## src/rtl/core_id_scoreboard_pkg.sv

```systemverilog
// core_id_scoreboard_pkg: shared sizing constants for the decode-stage scoreboard.
package core_id_scoreboard_pkg;
    localparam int CORE_RFIDX_WIDTH = 5;
    localparam int CORE_SB_DEPTH    = 4;
endpackage

```

## src/rtl/core_sb_match.sv

```systemverilog
// core_sb_match: youngest in-flight producer search for one source operand; returns hit and its done bit.
module core_sb_match
    import core_id_scoreboard_pkg::*;
#(
    parameter int DEPTH   = CORE_SB_DEPTH,
    parameter int RFIDX_W = CORE_RFIDX_WIDTH,
    parameter int PTR_W   = $clog2(CORE_SB_DEPTH),
    parameter int CNT_W   = $clog2(CORE_SB_DEPTH + 1)
) (
    input  logic [DEPTH-1:0]         wen,
    input  logic [DEPTH-1:0]         done,
    input  logic [DEPTH*RFIDX_W-1:0] rd_idx,
    input  logic [PTR_W-1:0]         head,
    input  logic [CNT_W-1:0]         cnt,
    input  logic                     ren,
    input  logic [RFIDX_W-1:0]       idx,
    output logic                     hit,
    output logic                     hit_done
);
    // Walk oldest to youngest so the last match seen is the youngest producer.
    always_comb begin
        logic [PTR_W-1:0] e;
        hit      = 1'b0;
        hit_done = 1'b0;
        for (int k = 0; k < DEPTH; k++) begin
            e = head + PTR_W'(k);
            if (ren && idx != '0 && k < int'(cnt) && wen[e] && rd_idx[e*RFIDX_W +: RFIDX_W] == idx) begin
                hit      = 1'b1;
                hit_done = done[e];
            end
        end
    end
endmodule

```

## src/rtl/core_id_scoreboard.sv

```systemverilog
// core_id_scoreboard: in-order in-flight rd tracker raising RAW stalls for decode, with flush support.
module core_id_scoreboard
    import core_id_scoreboard_pkg::*;
#(
    parameter int DEPTH   = CORE_SB_DEPTH,
    parameter int RFIDX_W = CORE_RFIDX_WIDTH,
    parameter int CNT_W   = $clog2(DEPTH + 1)
) (
    input  logic               clk,
    input  logic               rst_n,
    input  logic               i_issue_valid,
    output logic               o_issue_ready,
    input  logic               i_issue_rd_wen,
    input  logic [RFIDX_W-1:0] i_issue_rd_idx,
    input  logic               i_rs1_ren,
    input  logic               i_rs2_ren,
    input  logic [RFIDX_W-1:0] i_rs1_idx,
    input  logic [RFIDX_W-1:0] i_rs2_idx,
    input  logic               i_ex_done,
    input  logic               i_wb_valid,
    input  logic               i_pipe_flush_req,
    input  logic [CNT_W-1:0]   i_flush_keep,
    output logic               o_raw_stall,
    output logic [CNT_W-1:0]   o_cnt,
    output logic               o_empty,
    output logic               o_full
);
    localparam int PTR_W = $clog2(DEPTH);

    logic [PTR_W-1:0]         head, tail, head_nxt, tail_nxt, ex_ptr;
    logic [CNT_W-1:0]         cnt, cnt_nxt, ex_age;
    logic [DEPTH-1:0]         wen, done;
    logic [DEPTH*RFIDX_W-1:0] rd;
    logic                     issue_fire, retire, ex_found, ex_fire;
    logic                     rs1_hit, rs1_done, rs2_hit, rs2_done;

    assign o_cnt         = cnt;
    assign o_empty       = cnt == '0;
    assign o_full        = cnt == CNT_W'(DEPTH);
    assign o_issue_ready = ~o_full;
    assign issue_fire    = i_issue_valid & ~o_full & ~i_pipe_flush_req;
    assign retire        = i_wb_valid & ~o_empty;

    // Results complete in order, so the first not-done entry from the head is the ex_done target.
    always_comb begin
        logic [PTR_W-1:0] e;
        ex_found = 1'b0;
        ex_ptr   = '0;
        ex_age   = '0;
        for (int k = 0; k < DEPTH; k++) begin
            e = head + PTR_W'(k);
            if (!ex_found && k < int'(cnt) && !done[e]) begin
                ex_found = 1'b1;
                ex_ptr   = e;
                ex_age   = CNT_W'(k);
            end
        end
    end

    assign ex_fire  = i_ex_done & ex_found & (~i_pipe_flush_req | (ex_age < i_flush_keep));
    assign head_nxt = head + PTR_W'(retire);
    assign tail_nxt = i_pipe_flush_req ? head + i_flush_keep[PTR_W-1:0] : tail + PTR_W'(issue_fire);
    assign cnt_nxt  = i_pipe_flush_req ? i_flush_keep - CNT_W'(retire)
                                       : cnt + CNT_W'(issue_fire) - CNT_W'(retire);

    always_ff @(posedge clk or negedge rst_n) begin
        if (!rst_n) begin
            head <= '0;
            tail <= '0;
            cnt  <= '0;
            wen  <= '0;
            done <= '0;
            rd   <= '0;
        end else begin
            head <= head_nxt;
            tail <= tail_nxt;
            cnt  <= cnt_nxt;
            for (int i = 0; i < DEPTH; i++) begin
                if (issue_fire && tail == PTR_W'(i)) begin
                    wen[i]                   <= i_issue_rd_wen & (i_issue_rd_idx != '0);
                    rd[i*RFIDX_W +: RFIDX_W] <= i_issue_rd_idx;
                    done[i]                  <= 1'b0;
                end else if (ex_fire && ex_ptr == PTR_W'(i)) begin
                    done[i] <= 1'b1;
                end
            end
        end
    end

    core_sb_match #(.DEPTH(DEPTH), .RFIDX_W(RFIDX_W), .PTR_W(PTR_W), .CNT_W(CNT_W)) u_rs1 (
        .wen(wen), .done(done), .rd_idx(rd), .head(head), .cnt(cnt),
        .ren(i_rs1_ren), .idx(i_rs1_idx), .hit(rs1_hit), .hit_done(rs1_done)
    );

    core_sb_match #(.DEPTH(DEPTH), .RFIDX_W(RFIDX_W), .PTR_W(PTR_W), .CNT_W(CNT_W)) u_rs2 (
        .wen(wen), .done(done), .rd_idx(rd), .head(head), .cnt(cnt),
        .ren(i_rs2_ren), .idx(i_rs2_idx), .hit(rs2_hit), .hit_done(rs2_done)
    );

    assign o_raw_stall = (rs1_hit & ~rs1_done) | (rs2_hit & ~rs2_done);

    always @(posedge clk) begin
        if (rst_n) begin
            assert (!(i_wb_valid && o_empty)) else $error("retire while empty");
            assert (!i_pipe_flush_req || (i_flush_keep <= cnt && i_flush_keep >= CNT_W'(i_wb_valid)))
                else $error("flush keep out of range");
        end
    end
endmodule

```

## config.mk

```make
export PLATFORM = sky130hd
export DESIGN_NAME = core_id_scoreboard
export DESIGN_NICKNAME = d
export VERILOG_FILES = /design/src/rtl/core_id_scoreboard_pkg.sv /design/src/rtl/core_sb_match.sv /design/src/rtl/core_id_scoreboard.sv
export SDC_FILE = /design/constraint.sdc
export NUM_CORES = 1
export LEC_CHECK = 0
export CORE_MARGIN = 1
export CORE_UTILIZATION = 55
export CTS_CLUSTER_DIAMETER = 120
export DETAILED_ROUTE_END_ITERATION = 10
export MAX_ROUTING_LAYER = met4
export PLACE_DENSITY = 0.73
export REMOVE_ABC_BUFFERS = 1
export SETUP_SLACK_MARGIN = 0.3
export SLEW_MARGIN = 20
export SYNTH_ARGS = -nofsm -noshare
export SYNTH_HDL_FRONTEND = slang
export SYNTH_HIERARCHICAL = 1
export SYNTH_SLANG_ARGS = --single-unit
```

## constraint.sdc

```tcl
create_clock -name clk -period 3.2 [get_ports clk]
set_clock_uncertainty 0.1 [all_clocks]
set_input_delay 0.48 -clock clk [delete_from_list [all_inputs] [get_ports clk]]
set_output_delay 0.48 -clock clk [all_outputs]
set_load 0.03 [all_outputs]
```

== After elaboration in Yosys (flattened, before gate mapping) ==
Index checks and enable logic that the tools add are counted.

* Bitwise logic cells: 15
* Reduce and logical (&&, ||, !) cells: 58
* $lt $le $gt $ge: 9
* $mul: 4
* Shifts and indexed selects: 4
* Muxes and demuxes: 53
* $add $sub $neg: 9
* Equality and inequality tests: 15

{| class="wikitable"
|+ Operator list
! kind !! number
|-
| variable part select 20 x 6 -> 5 bit || 4
|-
| logical AND 1 bit || 41
|-
| equality test 5 bit || 8
|-
| 2-to-1 mux 1 bit || 37
|-
| multiplier 2 x 3 -> 5 bit, second input constant || 4
|-
| binary-select mux 1 bit (select 2 bit) || 8
|-
| nonzero test 5 bit || 3
|-
| less-than comparator 2 x 3 -> 1 bit, second input constant || 4
|-
| 2-to-1 mux 2 bit || 5
|-
| 2-to-1 mux 3 bit || 3
|-
| AND 1 bit || 8
|-
| equality test 2 bit, second input constant || 4
|-
| nonzero test 2 bit || 4
|-
| zero test 1 bit || 7
|-
| less-than comparator 1 x 3 -> 1 bit, first input constant || 2
|-
| less-than comparator 2 x 3 -> 1 bit, first input constant || 2
|-
| subtractor 3 x 1 -> 3 bit || 2
|-
| inverter 1 bit || 5
|-
| adder 2 x 1 -> 2 bit || 2
|-
| adder 2 bit, second input constant || 2
|-
| equality test 2 x 1 -> 1 bit, second input constant || 2
|-
| zero test 2 bit || 2
|-
| adder 3 x 1 -> 3 bit || 1
|-
| equality test 3 bit, second input constant || 1
|-
| other kinds (5) || 6
|}

* Bits of input ports: 27
* Output and inout bits: 7
* Flip-flop bits (word level): 35
* Logic and storage cells: 182

== Logic depth before layout (Yosys ltp) ==
Gate-level depths: netlist of the first run.

* Word-level depth: 23
* Gate-level depth with buffers: 11
* Gate-level depth less buffers: 11

== Modules after synthesis ==
The synthesis of the first run kept the hierarchy.

{| class="wikitable"
|+ Modules (own cells, without submodules)
! module !! area each (sq um) !! cells each !! seq. area each (sq um) !! times used
|-
| core_sb_match || 1,062.3 || 93 || 0.0 || 2
|-
| core_id_scoreboard || 2,015.7 || 176 || 875.8 || 1
|}

== Least setup slack after synthesis of the first run ==
No wires, ideal clock.

* Kind: flip-flop to output port
* Start point: reg head[0]
* End point: out o_raw_stall
* Data required time: 2.620 ns
* Data arrival time: 2.508 ns
* Buffers on the path: 1
* Cell stages (with the launch flop): 10
* Slack: 0.112 ns
* Path through: dfrtp_1 buf_2 mux4_2 xnor2_1 nand4_1 nor3_1 nand2b_1 a211o_1 inv_1 o22ai_1

* Elaborated cells between the ends (all ways): 72
* Classes of those cells: add/sub: 3; mul: 4; eq/ne: 8; shift: 4; mux: 32; bitwise: 5; reduce/logical: 16

{| class="wikitable"
|+ RTL lines
! element !! line !! text
|-
| start: declaration || core_id_scoreboard.sv:30 || <nowiki>logic [PTR_W-1:0] head, tail, head_nxt, tail_nxt, ex_ptr;</nowiki>
|-
| start signal: assignment || core_id_scoreboard.sv:75 || <nowiki>head <= head_nxt;</nowiki>
|-
| adder 2 x 1 -> 2 bit (tied with other cells) || core_sb_match.sv:26 || <nowiki>e = head + PTR_W'(k);</nowiki>
|-
| multiplier 2 x 3 -> 5 bit (tied with other cells) || core_sb_match.sv:27 || <nowiki>if (ren && idx != '0 && k < int'(cnt) && wen[e] && rd_idx[e*RFIDX_W +: RFIDX_W] == idx) begin</nowiki>
|-
| variable part select 20 x 6 -> 5 bit (tied with other cells) || core_sb_match.sv:27 ||
|-
| equality test 5 bit or logical AND 1 bit (tied branches) || core_sb_match.sv:27 ||
|-
| logical AND 1 bit or 2-to-1 mux 1 bit (tied branches) || core_sb_match.sv:27 ||
|-
| 2-to-1 mux 1 bit (2 in series) || core_sb_match.sv:27 ||
|-
| 2-to-1 mux 1 bit * || core_sb_match.sv:27 ||
|-
| net rs1_hit || core_id_scoreboard.sv:35 || <nowiki>logic rs1_hit, rs1_done, rs2_hit, rs2_done;</nowiki>
|-
| AND 1 bit * || core_id_scoreboard.sv:100 || <nowiki>assign o_raw_stall = (rs1_hit & ~rs1_done) | (rs2_hit & ~rs2_done);</nowiki>
|-
| OR 1 bit * || core_id_scoreboard.sv:100 ||
|-
| end: declaration || core_id_scoreboard.sv:23 || <nowiki>output logic o_raw_stall,</nowiki>
|}

Mark *: on every way through the listed nets, which the timed path passes. The rest lies on a longest branch. The select of a mux whose other input is x is not followed.

== Worst setup path in the final report of the first run ==
* Start point: reg head[1]
* End point: out o_raw_stall

* Word-level cells in the longest chain between the ends: 11
* Elaborated cells between the ends (all ways): 72
* Classes of those cells: add/sub: 3; mul: 4; eq/ne: 8; shift: 4; mux: 32; bitwise: 5; reduce/logical: 16

{| class="wikitable"
|+ RTL lines
! element !! line
|-
| adder 2 x 1 -> 2 bit (tied with other cells) || core_sb_match.sv:26
|-
| multiplier 2 x 3 -> 5 bit (tied with other cells) || core_sb_match.sv:27
|-
| variable part select 20 x 6 -> 5 bit (tied with other cells) || core_sb_match.sv:27
|-
| equality test 5 bit or logical AND 1 bit (tied branches) || core_sb_match.sv:27
|-
| logical AND 1 bit or 2-to-1 mux 1 bit (tied branches) || core_sb_match.sv:27
|-
| 2-to-1 mux 1 bit (2 in series) || core_sb_match.sv:27
|-
| 2-to-1 mux 1 bit * || core_sb_match.sv:27
|-
| net rs1_done || core_id_scoreboard.sv:35
|-
| inverter 1 bit * || core_id_scoreboard.sv:100
|-
| AND 1 bit * || core_id_scoreboard.sv:100
|-
| OR 1 bit * || core_id_scoreboard.sv:100
|}

Marks and branches as above.

==> results of run 1 <==
==> what timing repair did <==
item	4_1_cts	5_1_grt
setup endpoints to repair	5	5
cloned	0	1
hold endpoints to repair	0	0
pin swaps	6	11
setup buffers	14	4
gates resized for setup	15	15
==> state kept, by name (all words and copies together) (netlist names) <==
name   cells
wen        4
rd        20
done       4
head       2
o_cnt      3
tail       2
==> through the flow <==
step           instance area [sq um]  total power [mW]  instances  setup WS, ns   TNS, ns
3_5_place_dp                    4732             5.163        500       -0.1314   -0.5004
6_report                        5184             6.221        527       -0.2646   -0.2647
3_3_place_gp                    4732             5.028        500      -0.03721  -0.06486
2_1_floorplan                   3973             4.148        331        -1.573    -6.606
5_1_grt                         5184             6.574        527       -0.3626   -0.7294
4_1_cts                         5056             5.899        522       -0.2006   -0.3149
==> layout by cell type, fill, tap and decap left out, types with 3 or more instances in the layout <==
cell	count
o21ai_0	3
buf_6	6
or3_1	3
mux2_2	31
o22ai_1	5
o21a_1	7
clkbuf_8	6
clkdlybuf4s50_1	32
mux2i_1	9
a211o_1	3
xnor2_2	4
nand4_1	12
xor2_1	7
mux4_1	7
nor2_1	12
nand2_1	7
nand2b_1	3
nor3_1	5
ha_1	10
xnor2_1	36
buf_12	4
a21oi_1	3
a21o_1	4
inv_1	19
nand3_1	5
nor2b_1	4
dfrtp_1	33
or4_1	3
mux4_2	43
buf_4	45
nor3_2	3
==> Yosys cell counts, drive strengths merged (2+ instances only) <==
library cell   n  area (sq um)
inv           19         71.32
and4           2         17.52
buf           17         115.1
mux2          31         349.1
a21o           4         30.03
xor2           7         61.31
a41oi          2         17.52
or4            3         22.52
nor2b          4         25.02
mux2i          9         90.09
nor3           8         40.04
o2111ai        2         17.52
a211oi         4         30.03
nand3          5         25.02
or2            2         12.51
nor3b          3         27.52
clkbuf        14         52.55
or3            4         25.02
nand4         12         75.07
nor4bb         2         20.02
o2111a         2         22.52
o32ai          2         17.52
dfrtp         35         875.8
a211o          3         26.28
a31oi          2         12.51
ha            10         125.1
xnor2         40         350.3
o22ai          5         31.28
o21ai          3         15.01
a22o           2         17.52
nand2          7         26.28
o21a           7         52.55
nand2b         5         31.28
nor2          12         45.04
mux4          50          1156
a311oi         3         38.79
a221oi         2         17.52
a21oi          4         20.02
==> routing by layer <==
| metal | GRT usage | routed length (um) |
|---|---|---|
| met3 | 0.05877 | 782 |
| met2 | 0.4951 | 5741 |
| met4 | 0.09677 | 268 |
| met1 | 0.3932 | 4500 |
| met5 | - | 0 |
==> where the power goes <==
part | leakage, nW | total (mW) | internal (mW) | switching, mW
logic | 1.56 | 4.61 | 2.58 | 2.03
registers | 0.414 | 1.18 | 0.671 | 0.505
clock network | 0.0618 | 0.435 | 0.256 | 0.178
==> final cells by class <==
cell class              instances  area share
flip-flops and latches         35      0.1704
clock buffers                   6     0.01593
inverters                      19     0.01376
multi-input cells             277      0.6029
clock inverters                 2    0.007483
well taps                      99     0.02390
repair buffers                 89      0.1656
==> cell families after synthesis <==
group,synth area share
simple gates,0.1037
buf+inv,0.05772
xor+xnor,0.09943
flops,0.2115
fa+ha+maj,0.03506
compound gates,0.1073
mux,0.3853
==> worst max-delay path, delay by kind of cell (launching register included) <==
family                 cells  cell delay, ns
multiplexers               1            0.59
AND/OR/NAND/NOR            2            0.52
AO/OA/AOI/OAI              3            0.50
flip-flops                 1            0.44
buffers and inverters      2            0.34
XOR/XNOR                   1            0.18
==> worst max path at each step <==
stage             from          end  cells past startpoint  slack (ns)
3_3_place_gp   head[1]  o_raw_stall                      8       -0.04
4_1_cts        head[0]  o_raw_stall                     11       -0.20
5_1_grt        head[0]  o_raw_stall                     11       -0.36
6_report       head[1]  o_raw_stall                      9       -0.26
3_5_place_dp   head[1]  o_raw_stall                      8       -0.13
2_1_floorplan  head[0]  o_raw_stall                      7       -1.57
==> flow_metrics.env, run 1 <==
export IMPL_outcome="finished with violations"
export IMPL_violations="setup timing"
export IMPL_fin_crit_sh=1.083
export IMPL_r2r_start="head[0]"
export IMPL_startpoint_type="flip-flop"
export IMPL_hold_start="tail[0]"
export IMPL_num_fill_cells=509
export IMPL_pin_count=34
export IMPL_cts_hold_buf=0
export IMPL_drtIter0Drc=218
export IMPL_hold_path_depth=1
export IMPL_root_buffer="clkbuf_8"
export IMPL_routed_wl_mm=11.29
export IMPL_cts_buffer_depth=2
export IMPL_reg2reg_to="done[0]"
export IMPL_ff2ff_setup_slack_ns=0
export IMPL_diodes=0
export IMPL_drive_gt1_frac=0.3762
export IMPL_core_sq_um=7253
export IMPL_vdd_drop_max_mv=0.7244
export IMPL_synthDistinctLibCells=57
export IMPL_cp_max_fo=9
export IMPL_rr_worst_depth=13
export IMPL_leakage_nw=2.033
export IMPL_worstHoldEndpoint="done[3]"
export IMPL_synth_cells=362
export IMPL_whs_ns=0.4698
export IMPL_overflow=0
export IMPL_vias=3514
export IMPL_slowest_stage="mux4_1"
export IMPL_drt_first_pass_iters=4
export IMPL_yosysSeqAreaShare=0.2115
export IMPL_setup_viol=2
export IMPL_grtUsageTotal=0.3069
export IMPL_nets=465
export IMPL_clock_latency_ns=0.29
export IMPL_cts_sinks=35
export IMPL_post_dp_hpwl_mm=7.845
export IMPL_cts_tree="built"
export IMPL_start_util=0.5708
export IMPL_relSlewSlack=0.4171
export IMPL_gp_congestion=0.9531
export IMPL_die_width_um=88.76
export IMPL_end_kind="output port"
export IMPL_syn_to_final_growth_pct=25.20
export IMPL_power_density_nw_per_um2=1200
export IMPL_critical_path_class="flip-flop to output port"
export IMPL_syn_area_per_cell_sq_um=11.44
export IMPL_antenna_found_initial=0
export IMPL_grt_max_degree=39
export IMPL_timing_critical_path_cells="buf_6, mux4_1, xnor2_1, nand4_1, or2_1, a311oi_2, o22ai_1, o22ai_1, buf_4"
export IMPL_fin_ws_ns=-0.2646
export IMPL_synth_ff_type="dfrtp_1"
export IMPL_regArea_sq_um=883.3
export IMPL_port_buffers=33
export IMPL_finalHoldViolCount=0
export IMPL_clkTransAtPathRegs_ns=0.08
export IMPL_finish_utilization=0.7147
export IMPL_critPathRequiredTime_ns=2.62
export IMPL_multiInputGateArea_sq_um=3126
export IMPL_crit_top_cell="o22ai_1"
export IMPL_grt_pass1_wl_mm=17.23
export IMPL_syn_area_sq_um=4140
export IMPL_maxCapViolCount=0
export IMPL_htreeDepth=2
export IMPL_async_flop_share=1.000
export IMPL_first_global_vias=3322
export IMPL_die_area_sq_um=7878
export IMPL_row_count=31
export IMPL_cp_data_arrival_time_ns=2.88
export IMPL_timing_fmax_mhz=288.6
export IMPL_cpPeakStageDelay_ns=0.59
export IMPL_drc=0
export IMPL_maxSlewViolCount=0
export IMPL_die_height_um=88.76
export IMPL_yosysWarnings=6
export IMPL_synth_seq_cells=35
export IMPL_rsz0062_at_grt="yes"
export IMPL_detail_route_antenna_nets=0
export IMPL_synth_enable_flop_cells=0
export IMPL_wire_per_inst_um=21.43
export IMPL_tightestPinTransition_ns=0.8717
export IMPL_cts_buffers=5
export IMPL_finalCriticalPeriod_ns=3.465
export IMPL_viasPerCell=6.668
export IMPL_hp_class="flip-flop to flip-flop"
Note: power is estimated with default switching activity, not from simulation.
==> run 2, diff against run 1 <==
--- a/config.mk
+++ b/config.mk
@@ -6,11 +6,11 @@
 export NUM_CORES = 1
 export LEC_CHECK = 0
 export CORE_MARGIN = 1
-export CORE_UTILIZATION = 55
+export CORE_UTILIZATION = 60
 export CTS_CLUSTER_DIAMETER = 120
 export DETAILED_ROUTE_END_ITERATION = 10
 export MAX_ROUTING_LAYER = met4
-export PLACE_DENSITY = 0.73
+export PLACE_DENSITY = 0.79
 export REMOVE_ABC_BUFFERS = 1
 export SETUP_SLACK_MARGIN = 0.3
 export SLEW_MARGIN = 20
==> run 2 against run 1 <==
Compared with the run above: the flow still finishes with violations (setup timing); setup slack improved by 0.077 ns; combinational power barely moved; utilization increased by 5.3 points; final cell count fell by 7.0%; count of clock-buffer cells in the layout up 1; wire length down 1.3%; register-to-register slack better by 0.11 ns; flip-flop and latch count unchanged; design area decreased by 3.8%; global-route usage increased by 2.6 points; largest cell class unchanged; fmax increased by 2.3%; clock power down 31%.
==> flow_metrics.env, run 2 (synthesis results as in run 1) <==
export IMPL_clock_latency_ns=0.29
export IMPL_detail_route_antenna_nets=0
export IMPL_rr_worst_depth=11
export IMPL_startpoint_type="flip-flop"
export IMPL_antenna_found_initial=0
export IMPL_nets=450
export IMPL_timing_fmax_mhz=295.2
export IMPL_cp_max_fo=6
export IMPL_pin_count=34
export IMPL_die_height_um=85.07
export IMPL_root_buffer="clkbuf_8"
export IMPL_hp_class="flip-flop to flip-flop"
export IMPL_start_util=0.6374
export IMPL_cts_tree="built"
export IMPL_cp_endpoint="o_raw_stall"
export IMPL_vdd_drop_max_mv=0.6819
export IMPL_ff2ff_setup_slack_ns=0.11
export IMPL_finish_utilization=0.7677
export IMPL_drive_gt1_frac=0.3584
export IMPL_cts_buffer_depth=2
export IMPL_die_area_sq_um=7237
export IMPL_instances_no_fill=490
export IMPL_finalCriticalPeriod_ns=3.387
export IMPL_port_buffers=33
export IMPL_cp_data_arrival_time_ns=2.81
export IMPL_largest_registers="rd x20, done x4, wen x4"
export IMPL_finalSetupTns_ns=-0.1871
export IMPL_grt_pass1_wl_mm=17.93
export IMPL_whs_ns=0.4612
export IMPL_mostFrequentLayoutCell="mux4_2"
export IMPL_grtUsageTotal=0.3330
export IMPL_relSlewSlack=0.4892
export IMPL_leakage_nw=1.919
export IMPL_rsz0062_at_grt="yes"
export IMPL_fin_ws_ns=-0.1871
export IMPL_cts_sinks=35
export IMPL_violations="setup timing"
export IMPL_largest_register_ffs=20
export IMPL_crit_top_cell="o22ai_1"
export IMPL_critical_path_class="flip-flop to output port"
export IMPL_clkTransAtPathRegs_ns=0.07
export IMPL_vias=3529
export IMPL_timing_critical_path_cells="buf_12, mux4_1, xnor2_1, nand4_1, or2_1, a311oi_2, o22ai_1, o22ai_1, buf_4"
export IMPL_cpPeakStageDelay_ns=0.57
export IMPL_num_fill_cells=393
export IMPL_fin_crit_sh=1.058
export IMPL_final_cell_mix="mux4_2, xnor2_1, dfrtp_1, buf_4, clkdlybuf4s50_1"
export IMPL_drc=0
export IMPL_grt_max_degree=29
export IMPL_cts_buffers=5
export IMPL_tightestPinTransition_ns=0.7629
export IMPL_critPathRequiredTime_ns=2.62
export IMPL_end_kind="output port"
export IMPL_outcome="finished with violations"
export IMPL_placed_cell_area_sq_um=4674
export IMPL_finalInstanceArea_sq_um=4986
export IMPL_routed_wl_mm=11.15
export IMPL_core_sq_um=6495
export IMPL_power_mw=6.094
export IMPL_maxCapViolCount=0
export IMPL_place_ws_ns=-0.03994
export IMPL_htreeDepth=2
export IMPL_gp_congestion=0.9289
export IMPL_crit_start="head[1]"
export IMPL_r2r_start="head[0]"
export IMPL_wire_per_inst_um=22.75
export IMPL_cts_hold_buf=0
export IMPL_row_count=29
export IMPL_top_register="rd"
export IMPL_first_global_vias=3492
export IMPL_setup_viol=1
export IMPL_placed_cells=474
export IMPL_diodes=0
export IMPL_overflow=0
export IMPL_finalHoldViolCount=0
export IMPL_die_width_um=85.07
export IMPL_viasPerCell=7.202
export IMPL_power_density_nw_per_um2=1222
export IMPL_post_dp_hpwl_mm=7.735
export IMPL_slowest_stage="mux4_1"
export IMPL_syn_to_final_growth_pct=20.43
export IMPL_drt_first_pass_iters=6
export IMPL_maxSlewViolCount=0
export IMPL_drtIter0Drc=317
export IMPL_reg2reg_to="done[1]"
==> run 2: cell types whose count changed in the layout (fill, tap and decap cells not counted), moves of 2 or more <==
cell	before	now
clkbuf_1	0	2
buf_6	6	3
mux4_2	43	49
buf_12	4	2
a211oi_1	2	4
mux4_1	7	1
a211oi_2	2	0
buf_4	45	33
==> run 2: how the worst min path moves through the flow <==
stage | startpoint | end | slack [ns] | cells after the start
finish | tail[0] | done[3] | 0.46 | 1
global route | tail[0] | done[3] | 0.50 | 1
CTS | tail[0] | done[3] | 0.46 | 1
detailed placement | tail[0] | done[3] | 0.46 | 1
global placement | done[2] | done[2] | 0.45 | 2
floorplan | rst_n | done[0] | 0.08 | 0
==> run 2: timing repair <==
item	in CTS	in global routing
setup endpoints to repair	5	5
cloned	2	0
buffers inserted	4	2
gates resized for setup	26	7
pin swaps	12	10
==> run 2: layout make-up <==
class	count	area [sq um]	share of cell area
multi-input combinational	277	3109	0.6236
sequential	35	883.3	0.1772
timing repair buffer	74	744.5	0.1493
inverter	19	71.32	0.01430
clock inverter	1	5.005	0.001004
clock buffer	7	76.32	0.01531
tap	77	96.34	0.01932
==> run 2: worst max-delay path: cells and delay by family (launching register included) <==
kind / cells / cell delay [ns]
multiplexers: 1 / 0.57
AND/OR/NAND/NOR: 2 / 0.51
AO/OA/AOI/OAI: 3 / 0.49
flip-flops: 1 / 0.45
buffers and inverters: 2 / 0.31
XOR/XNOR: 1 / 0.19
==> run 2: metal layers <==
| layer | track usage | up-vias | part of all wire |
|---|---|---|---|
| li1 | - | 1530 | - |
| met1 | 0.4503 | 1735 | 0.40 |
| met2 | 0.5022 | 220 | 0.48 |
| met3 | 0.04572 | 44 | 0.081 |
| met4 | 0.1556 | 0 | 0.044 |
| met5 | - | - | 0 |
==> run 2: report_power, final <==
group	total [mW]	internal (mW)	leakage (nW)	switching [mW]
Combinational	4.61	2.54	1.46	2.07
Clock	0.298	0.152	0.0422	0.146
Sequential	1.18	0.672	0.414	0.512
